<file path="config.mk">
export PLATFORM = sky130hd
export DESIGN_NAME = fwd_hazard_ctrl
export DESIGN_NICKNAME = d
export VERILOG_FILES = /design/src/rtl/fwd_hazard_ctrl.sv
export SDC_FILE = /design/constraint.sdc
export NUM_CORES = 1
export LEC_CHECK = 0
export BUFFER_PORTS_ARGS = -buffer_cell sky130_fd_sc_hd__buf_2
export CAP_MARGIN = 20
export CORE_ASPECT_RATIO = 0.75
export CORE_MARGIN = 8
export CORE_UTILIZATION = 46
export CTS_CLUSTER_DIAMETER = 80
export CTS_CLUSTER_SIZE = 12
export DETAILED_ROUTE_END_ITERATION = 8
export GPL_ROUTABILITY_DRIVEN = 0
export PLACE_DENSITY = 0.71
export SKIP_CTS_REPAIR_TIMING = 1
export SYNTH_ARGS = -nofsm -noshare
export SYNTH_HDL_FRONTEND = slang
export SYNTH_SLANG_ARGS = --single-unit
</file>
<file path="constraint.sdc">
create_clock -name clk -period 4.5 [get_ports clk]
set_input_delay 0.9 -clock clk [delete_from_list [all_inputs] [get_ports clk]]
set_output_delay 0.9 -clock clk [all_outputs]
set_load 0.02 [all_outputs]
</file>
<file path="src/rtl/fwd_hazard_ctrl.sv">
// EX operand forwarding-select and load-use hazard controller beside the ID/EX register.
// Selects and bubble are registered (1 cycle); stall is combinational and lasts at most one cycle per hazard.
module fwd_hazard_ctrl #(
  parameter int RA_W     = 3,
  parameter bit ZERO_REG = 1'b1,
  parameter int CNT_W    = 16
) (
  input  logic             clk,
  input  logic             rst,
  input  logic             id_valid,
  input  logic [RA_W-1:0]  id_rs1,
  input  logic [RA_W-1:0]  id_rs2,
  input  logic             id_use_rs1,
  input  logic             id_use_rs2,
  input  logic             id_use_imm,
  input  logic [RA_W-1:0]  id_rd,
  input  logic             id_wr_en,
  input  logic             id_is_load,
  input  logic             flush,
  output logic [1:0]       ex_sel1,
  output logic [1:0]       ex_sel2,
  output logic             stall,
  output logic             ex_bubble,
  output logic [CNT_W-1:0] stall_count
);

  typedef enum logic {RUN, STALL} state_t;

  state_t          state;
  logic            ex_v, ex_wr, ex_ld;
  logic [RA_W-1:0] ex_rd;
  // WB producers are covered by the write-first register file, so only EX and MEM are kept.
  logic            mem_v, mem_wr;
  logic [RA_W-1:0] mem_rd;

  logic       m_ex1, m_ex2, m_mem1, m_mem2;
  logic       hz, issue;
  logic [1:0] sel1_nxt, sel2_nxt;

  function automatic logic src_match(input logic v, input logic wr, input logic [RA_W-1:0] rd,
                                     input logic [RA_W-1:0] rs, input logic use_rs);
    return v & wr & use_rs & (rd == rs) & ~(ZERO_REG & (rs == '0));
  endfunction

  always_comb begin
    m_ex1  = src_match(ex_v, ex_wr, ex_rd, id_rs1, id_use_rs1);
    m_ex2  = src_match(ex_v, ex_wr, ex_rd, id_rs2, id_use_rs2);
    m_mem1 = src_match(mem_v, mem_wr, mem_rd, id_rs1, id_use_rs1);
    m_mem2 = src_match(mem_v, mem_wr, mem_rd, id_rs2, id_use_rs2);

    hz    = id_valid & ex_ld & (m_ex1 | (m_ex2 & ~id_use_imm));
    stall = (state == RUN) & hz & ~flush;
    issue = id_valid & ~stall & ~flush;

    sel1_nxt = 2'd0;
    if (m_ex1)       sel1_nxt = 2'd1;
    else if (m_mem1) sel1_nxt = 2'd2;

    sel2_nxt = 2'd0;
    if (id_use_imm)  sel2_nxt = 2'd3;
    else if (m_ex2)  sel2_nxt = 2'd1;
    else if (m_mem2) sel2_nxt = 2'd2;
  end

  always_ff @(posedge clk) begin
    if (rst) begin
      state       <= RUN;
      ex_v        <= 1'b0;
      ex_wr       <= 1'b0;
      ex_ld       <= 1'b0;
      ex_rd       <= '0;
      mem_v       <= 1'b0;
      mem_wr      <= 1'b0;
      mem_rd      <= '0;
      ex_sel1     <= 2'd0;
      ex_sel2     <= 2'd0;
      ex_bubble   <= 1'b1;
      stall_count <= '0;
    end else begin
      mem_v  <= ex_v;
      mem_wr <= ex_wr;
      mem_rd <= ex_rd;
      if (issue) begin
        ex_v    <= 1'b1;
        ex_wr   <= id_wr_en;
        ex_ld   <= id_is_load;
        ex_rd   <= id_rd;
        ex_sel1 <= sel1_nxt;
        ex_sel2 <= sel2_nxt;
      end else begin
        ex_v    <= 1'b0;
        ex_wr   <= 1'b0;
        ex_ld   <= 1'b0;
        ex_rd   <= '0;
        ex_sel1 <= 2'd0;
        ex_sel2 <= 2'd0;
      end
      ex_bubble <= ~issue;
      // The bubble guarantees no hazard in the cycle after a stall; STALL just returns to RUN.
      state <= stall ? STALL : RUN;
      if (stall && (stall_count != '1))
        stall_count <= stall_count + {{(CNT_W-1){1'b0}}, 1'b1};
    end
  end

endmodule

</file>
==> run summary, run 1 <==
Leaving out fill and tap cells, the most frequent cells in the layout are sky130_fd_sc_hd__buf_2 (39), sky130_fd_sc_hd__dfxtp_1 (33), sky130_fd_sc_hd__a21oi_1 (14). The logs give 0.574 for the final core utilization and 1360 for the via count of the first global-routing pass. 40 I/O pins were placed.

For this design the ratio of total power to cell area is 286 nW/µm². For the fraction of met3 tracks used by global routing, the log shows 0.0658. Path length in cells of the critical path: 6.

For the global-route usage over all layers, the log shows 0.132. A synthesized cell averages 9.25 µm². After detailed routing, the number of remaining DRC violations is 0. Relative to the synthesized area, the layout overhead comes to 18.8%. Family with the most delay on the worst path: simple AND/OR/NAND/NOR gates. The run gives 0 as the total overflow reported by the global router. For this run, the top clock speed supported by timing is 320 MHz. The sum of buffers and inverters on the critical path is 2, and the total power after layout is 0.545 mW. TritonCTS built the clock tree.

For the max-capacitance violation count, the log shows 0. Using the TritonRoute via totals, the vias-per-cell ratio works out to 5.53. Row generation in the floorplan step produced 18 rows. The logs give 1820 µm² for the post-placement cell area and 0 ns for the setup TNS. By instance count, the cell type seen most on the critical path is sky130_fd_sc_hd__buf_2. Share of total power in combinational logic: 0.061. After the last flow step, the layout net total stands at 233. The share of synthesized area occupied by flip-flops and latches came out at 0.413. Setup repair after global routing left no endpoint under its margin. After technology mapping, the gate count stands at 173. The synthesized netlist contains 46 unique library cells. Summed over all nets, the switching power comes to 0.127 mW. The logs give 0 for the final number of setup-violating endpoints and 0.391 for the relative contribution of the clock network to total power.

The element type at the critical path start is a primary input. Final wirelength: 3.62 mm. The sequential share of power was 0.548; the cell depth of the worst flop-to-flop path was 7. For this run, the number of Yosys warnings is 0. The cell with the biggest individual delay on the critical path is sky130_fd_sc_hd__nor4b_2.

The run gives 3310 µm² as the core box area. The maximum fanout along the worst path works out to 15. In the synthesized netlist the dominant register cell turns out to be sky130_fd_sc_hd__dfxtp_1.

STA puts the critical path data arrival time at 2.22 ns. The run gives 192 as the net count after synthesis. STA classifies the critical path endpoint as an output pin. Proportion of register bits with asynchronous set or reset after synthesis: 0. The share of cells above drive strength 1 works out to 0.312. For the worst setup path, the data required time is 3.60 ns. The floorplan step set the die height to 67.1 µm. The synthesized design contains 33 register bits. After detailed routing, the average wire length per cell comes to 14.2 µm. For the leakage power total, the log shows 0.715 nW. The class of the worst hold path is reg -> reg. The global-route track usage on met1 was 0.154. Clock net sink count: 33. Counting along the longest clock path gives a buffer depth of 2. Counting tap cells, the placed design contains a total of 247 instances. The global routing stage identified its most utilized layer as met2. Most common cell after layout, fill and taps aside: sky130_fd_sc_hd__buf_2. After legalization and detailed placement, the total HPWL measured 2.75 mm. Once layout is done, the placed cells without fillers occupy 1900 µm². The first-pass GRT wire length was 6.07 mm; the number of vias in the routed layout was 1411. The clock reaches the later pin of the worst-skew pair after 0.29 ns. The hold path depth works out to 2. Buffers placed on the I/O ports in this run total 39. The initial core utilization is 0.483, and the H-tree depth is 2. The final clock period utilization by the worst path was 0.694; the initial antenna violation count was 0. Across the routed clock network, the largest skew measured is 0.00821 ns. The run finished with clean final reports.

The clock edge transition at the registers on the reported setup and hold paths came out at 0.07 ns. Walking the worst path, the cells encountered are buf_2, nor2b_2, a221oi_4, nor4b_2, o21ba_4, buf_2. The floorplan step defined a die boundary enclosing 5640 µm².

In this run the remaining antenna-violating nets after routing total 0. The switching part of the total came out at 0.233. The filler cells instantiated in the layout total 319. For the maximum vdd drop, the log shows 0.000186 V.

The actual slew at the worst max-slew pin is 0.748 ns. Cell internal power was estimated by the tool at 0.418 mW. The largest single stage delay on the critical path is 0.40 ns. Counting I/O delays and the setup requirement, the final critical path takes 3.12 ns. The first TritonRoute pass finished after 4 iterations. The tools report the post-layout instance count excluding filler cells as 255.

The horizontal extent of the die is 84.1 µm. CTS placed an instance of sky130_fd_sc_hd__clkbuf_8 at the clock tree root. After the first detailed-routing iteration, the DRC count stood at 63. The synthesized design contains 0 enable-type register cells. The normalized max-slew margin was 0.501.

The tools report the final-report max-slew violation count as 0. The number of clock buffers added by TritonCTS is 5. The critical path is of the in -> out type. The run gives 0.196 as the global-route track usage on met2. The largest net degree at the start of global routing is 24. The run gives 0 as the antenna cell count. The run gives 0 as the final number of hold-violating endpoints. The synthesized netlist occupies a cell area of 1600 µm².
[Yosys cell counts (3+ instances only)]
cell type / n / share of area
sky130_fd_sc_hd__nor3_1: 8 / 0.025
sky130_fd_sc_hd__o21ai_0: 6 / 0.019
sky130_fd_sc_hd__xnor2_1: 8 / 0.044
sky130_fd_sc_hd__a21oi_1: 14 / 0.044
sky130_fd_sc_hd__or3_1: 6 / 0.023
sky130_fd_sc_hd__nor2b_1: 6 / 0.023
sky130_fd_sc_hd__a31oi_1: 3 / 0.012
sky130_fd_sc_hd__nand4_1: 6 / 0.023
sky130_fd_sc_hd__and2_1: 7 / 0.027
sky130_fd_sc_hd__and3_1: 3 / 0.012
sky130_fd_sc_hd__nand2_1: 10 / 0.023
sky130_fd_sc_hd__clkbuf_1: 3 / 0.0070
sky130_fd_sc_hd__dfxtp_1: 33 / 0.41
sky130_fd_sc_hd__inv_1: 6 / 0.014
sky130_fd_sc_hd__nor2_1: 8 / 0.019
sky130_fd_sc_hd__nand3_1: 8 / 0.025
[worst register-to-register path, delay by kind of cell (launching register included)]
kind	cells	cell delay (ns)
muxes	1	0.27
DFF	1	0.42
AOI/OAI and AO/OA	2	0.47
and+or+nand+nor	3	0.64
adders and majority gates	1	0.22
[cell families (layout without fill, tap and decap cells)]
kind of cell               count (synthesis)  count (layout)  share of synthesized area
adders and majority gates                  1               1                    0.00782
and+or+nand+nor                           76              76                      0.303
muxes                                      1               1                    0.00626
buffers and inverters                     13              55                     0.0375
xor gates and xnor gates                   9               9                     0.0493
DFF                                       33              33                      0.413
AOI/OAI and AO/OA                         40              40                      0.183
[flip-flops by register name (all words and copies together) (netlist names)]
register / flops
ex_ld: 1
state: 1
mem_wr: 1
stall_count: 16
ex_rd: 3
ex_wr: 1
mem_v: 1
mem_rd: 3
ex_v: 1
ex_bubble: 1
ex_sel1: 2
ex_sel2: 2
[power by group through the flow]
stage / Sequential [mW] / Combinational [mW] / Clock, mW
floorplan: 0.305 / 0.0181 / 0
global placement: 0.305 / 0.0322 / 0
detailed placement: 0.305 / 0.0331 / 0
CTS: 0.299 / 0.0333 / 0.217
global route: 0.299 / 0.0366 / 0.236
finish: 0.299 / 0.0333 / 0.213
[path summary, 6_finish.rpt]
| kind | startpoint | to | slack, ns |
|---|---|---|---|
| worst max register to register | stall_count[0] | stall_count[1] | 2.34 |
| worst max-delay path | id_rs2[0] | stall | 1.38 |
| worst min register to register | mem_v | ex_sel1[1] | 0.52 |
| worst min-delay path | mem_v | ex_sel1[1] | 0.52 |
[metrics by stage]
stage	setup WS [ns]	hold slack, ns
2_1_floorplan	1.70	0.461
3_3_place_gp	1.43	0.490
3_5_place_dp	1.38	0.499
4_1_cts	1.37	0.516
5_1_grt	1.30	0.542
6_report	1.38	0.518
[metal layers]
layer,vias up,routed length (µm)
met4,0,40
met5,-,0
met1,652,1630
met2,47,1590
met3,5,351
li1,707,-
[cell type report]
class                   count  area (µm²)  share of cell area
clock buffers               5        68.8              0.0362
multi-input cells         127         880               0.463
inverters                   8        30.0              0.0158
flip-flops and latches     33         661               0.347
well taps                  40        50.0              0.0263
repair buffers             39         195               0.103
clock inverters             3        17.5             0.00921
Power figures use the tool's default switching activity.
==> run 2, diff against run 1 <==
--- a/config.mk
+++ b/config.mk
@@ -14,7 +14,7 @@
 export CTS_CLUSTER_SIZE = 12
 export DETAILED_ROUTE_END_ITERATION = 8
 export GPL_ROUTABILITY_DRIVEN = 0
-export PLACE_DENSITY = 0.71
+export PLACE_DENSITY = 0.73
 export SKIP_CTS_REPAIR_TIMING = 1
 export SYNTH_ARGS = -nofsm -noshare
 export SYNTH_HDL_FRONTEND = slang
==> constraint.sdc (replaced) <==
create_clock -name clk -period 2.6 [get_ports clk]
set_input_delay 0.52 -clock clk [delete_from_list [all_inputs] [get_ports clk]]
set_output_delay 0.52 -clock clk [all_outputs]
set_load 0.02 [all_outputs]
==> run summary, run 2 (same netlist as run 1, synthesis figures left out) <==
Across all setup checks in the final design, the least slack found is 0.139 ns. Derived from the worst setup path, the maximum achievable clock frequency is 406 MHz. For hold timing, the worst endpoint is ex_rd[2]. The flow ran to the end, and the final reports show no timing, DRC or antenna violations. The signal on the critical path passes through xnor2_1, nand2_1, nor4b_4, o21ba_4, buf_2. The tools report the capture point of the worst reg-to-reg path as stall_count[9]. The actual slew at the worst max-slew pin was 0.729 ns; the largest net degree at the start of global routing was 24.

After clock tree synthesis, the clock-pin slew on the worst setup and hold paths is 0.06 ns. For the via count of the first global-routing pass, the log shows 1284. The largest stage delay on the critical path came out at 0.49 ns. Cell with the biggest individual delay on the critical path: sky130_fd_sc_hd__dfxtp_1. For the worst setup path, the data arrival time is 1.94 ns. Of all nets on the critical path, the largest fanout is 15. Final-report max-slew violation count: 0. The later-pin clock latency in the skew report was 0.28 ns; the hold path depth was 2.

The tools report the flip-flop and latch area as 661 µm². The setup path with the least slack is of type reg -> out. Once detailed placement completed, the half-perimeter wirelength came to 2.70 mm. Setup repair after global routing left no endpoint under its margin. The number of flip-flops in the largest register was 16; the number of nets in the finished design was 234. The total power after layout came out at 1.00 mW. For the final database, setup skew stands at 0.00325 ns. Maximum vdd drop: 0.000364 V. The element type at the critical path start is a flip-flop. Leaving out fill and tap cells, the most frequent cell in the layout is sky130_fd_sc_hd__buf_2. The longest clock path from root to sink contains 2 buffers. 0 antenna diodes ended up in the layout. The cell depth of the worst flop-to-flop path was 7. In this run, the number of DRC markers left after iteration 0 of detailed routing was 68.

The number of port buffers is 39. The initial core utilization came out at 0.483. After global routing the overflow that remains totals 0. The sum of buffers and inverters on the critical path was 1; the layout-stage area growth over the synthesis result was 20.8%. Data on the critical path is required at its endpoint by 2.08 ns.

For this block, the routed nets add up to 3.61 mm of wire. DRC violation count after routing: 0. The total I/O pin count is 40, and the setup TNS is 0 ns.

TritonCTS built the clock tree. Measured along the y axis, the die boundary spans 67.1 µm. The time the worst path needs with I/O delays and setup was 2.46 ns; the average wire per cell in the routed design was 14.1 µm. The multi-input combinational cells in the finished layout cover a total of 888 µm². For the H-tree depth, the log shows 2. Worst reg2reg path startpoint: stall_count[0]. The run gives 0.130 as the global-route usage over all layers.

Using the TritonRoute via totals, the vias-per-cell ratio works out to 5.37. The count of nets left with antenna violations once routing finished came out at 0. First-pass GRT wire length: 5.91 mm. Counting flops per register, the top entry is stall_count. Buffers inserted during clock tree synthesis total 5. The min-delay analysis places its worst path in the category in -> reg.

Power per cell area: 517 nW/µm². The worst hold path startpoint was id_rd[2]. Final number of hold-violating endpoints: 0. Family with the most delay on the worst path: flip-flops. The horizontal extent of the die is 84.1 µm. The share of cells above drive strength 1 works out to 0.315. Setup violations remaining at the end of the flow were counted as 0. Once placement finished, the instance area stood at 1820 µm². For the normalized max-slew margin, the log shows 0.514. The run gives 4 as the iteration count of the initial detailed-routing pass. The layout has 309 filler cells. The number of vias in the routed layout is 1375, and the initial antenna violation count is 0.

Across the run, the number of max-cap violations was 0. OpenSTA, run right after detailed placement, puts the worst setup slack at 0.214 ns. Die footprint: 5640 µm². In the final layout, the registers with the most flip-flops are stall_count x16, ex_rd x3, mem_rd x3. The final clock period utilization by the worst path is 0.946. Summed over all cells, the static leakage comes to 0.738 nW. The floorplan has 18 rows. Clock net sink count: 33. STA classifies the critical path endpoint as an output pin. The setup check on the worst reg-to-reg path leaves a slack of 0.46 ns.

The core box area is 3310 µm². After routing the design area is 1930 µm². The clock root buffer master was sky130_fd_sc_hd__clkbuf_8. The library cells used most frequently in the layout, excluding fill and tap cells, are sky130_fd_sc_hd__buf_2 (39), sky130_fd_sc_hd__dfxtp_1 (33), sky130_fd_sc_hd__a21oi_1 (14).
## run 2: final cells by class
cell class,count,share of cell area
Clock inverter,1,0.00259
Sequential cell,33,0.342
Timing Repair Buffer,40,0.105
Clock buffer,7,0.0498
Tap cell,40,0.0259
Inverter,8,0.0155
Multi-Input combinational cell,127,0.460
## run 2: worst register-to-register path, delay by kind of cell, from the launching register on
kind | cells | cell delay (ns)
AO/OA/AOI/OAI | 4 | 0.88
AND/OR/NAND/NOR | 2 | 0.57
flip-flops | 1 | 0.41
adder cells (fa/ha/maj) | 1 | 0.22
## run 2: per-stage QoR
step,utilization,std cells,hold slack [ns]
3_3_place_gp,0.551,248,0.485
2_1_floorplan,-,173,0.461
3_5_place_dp,0.551,248,0.482
6_report,0.584,256,0.435
4_1_cts,0.581,256,0.423
5_1_grt,0.584,256,0.431
## run 2: per-layer routing
metal	wire, µm	vias up	GRT usage	part of all wire
met5	0	-	0	0
met4	44	0	0.0622	0.012
met3	262	6	0.0597	0.073
met2	1520	41	0.185	0.42
met1	1790	621	0.163	0.49
li1	-	707	-	-
## run 2: worst max-delay path by stage
stage              start    end  depth (start not counted)
2_1_floorplan      flush  stall                          4
3_3_place_gp   id_rs2[0]  stall                          6
3_5_place_dp   id_rs2[0]  stall                          6
4_1_cts         ex_rd[2]  stall                          5
5_1_grt         ex_rd[2]  stall                          5
6_report        ex_rd[2]  stall                          5
## run 2: power by group
part           internal, mW  switching, mW
combinational        0.0275         0.0313
clock                 0.239          0.186
sequential            0.511        0.00547
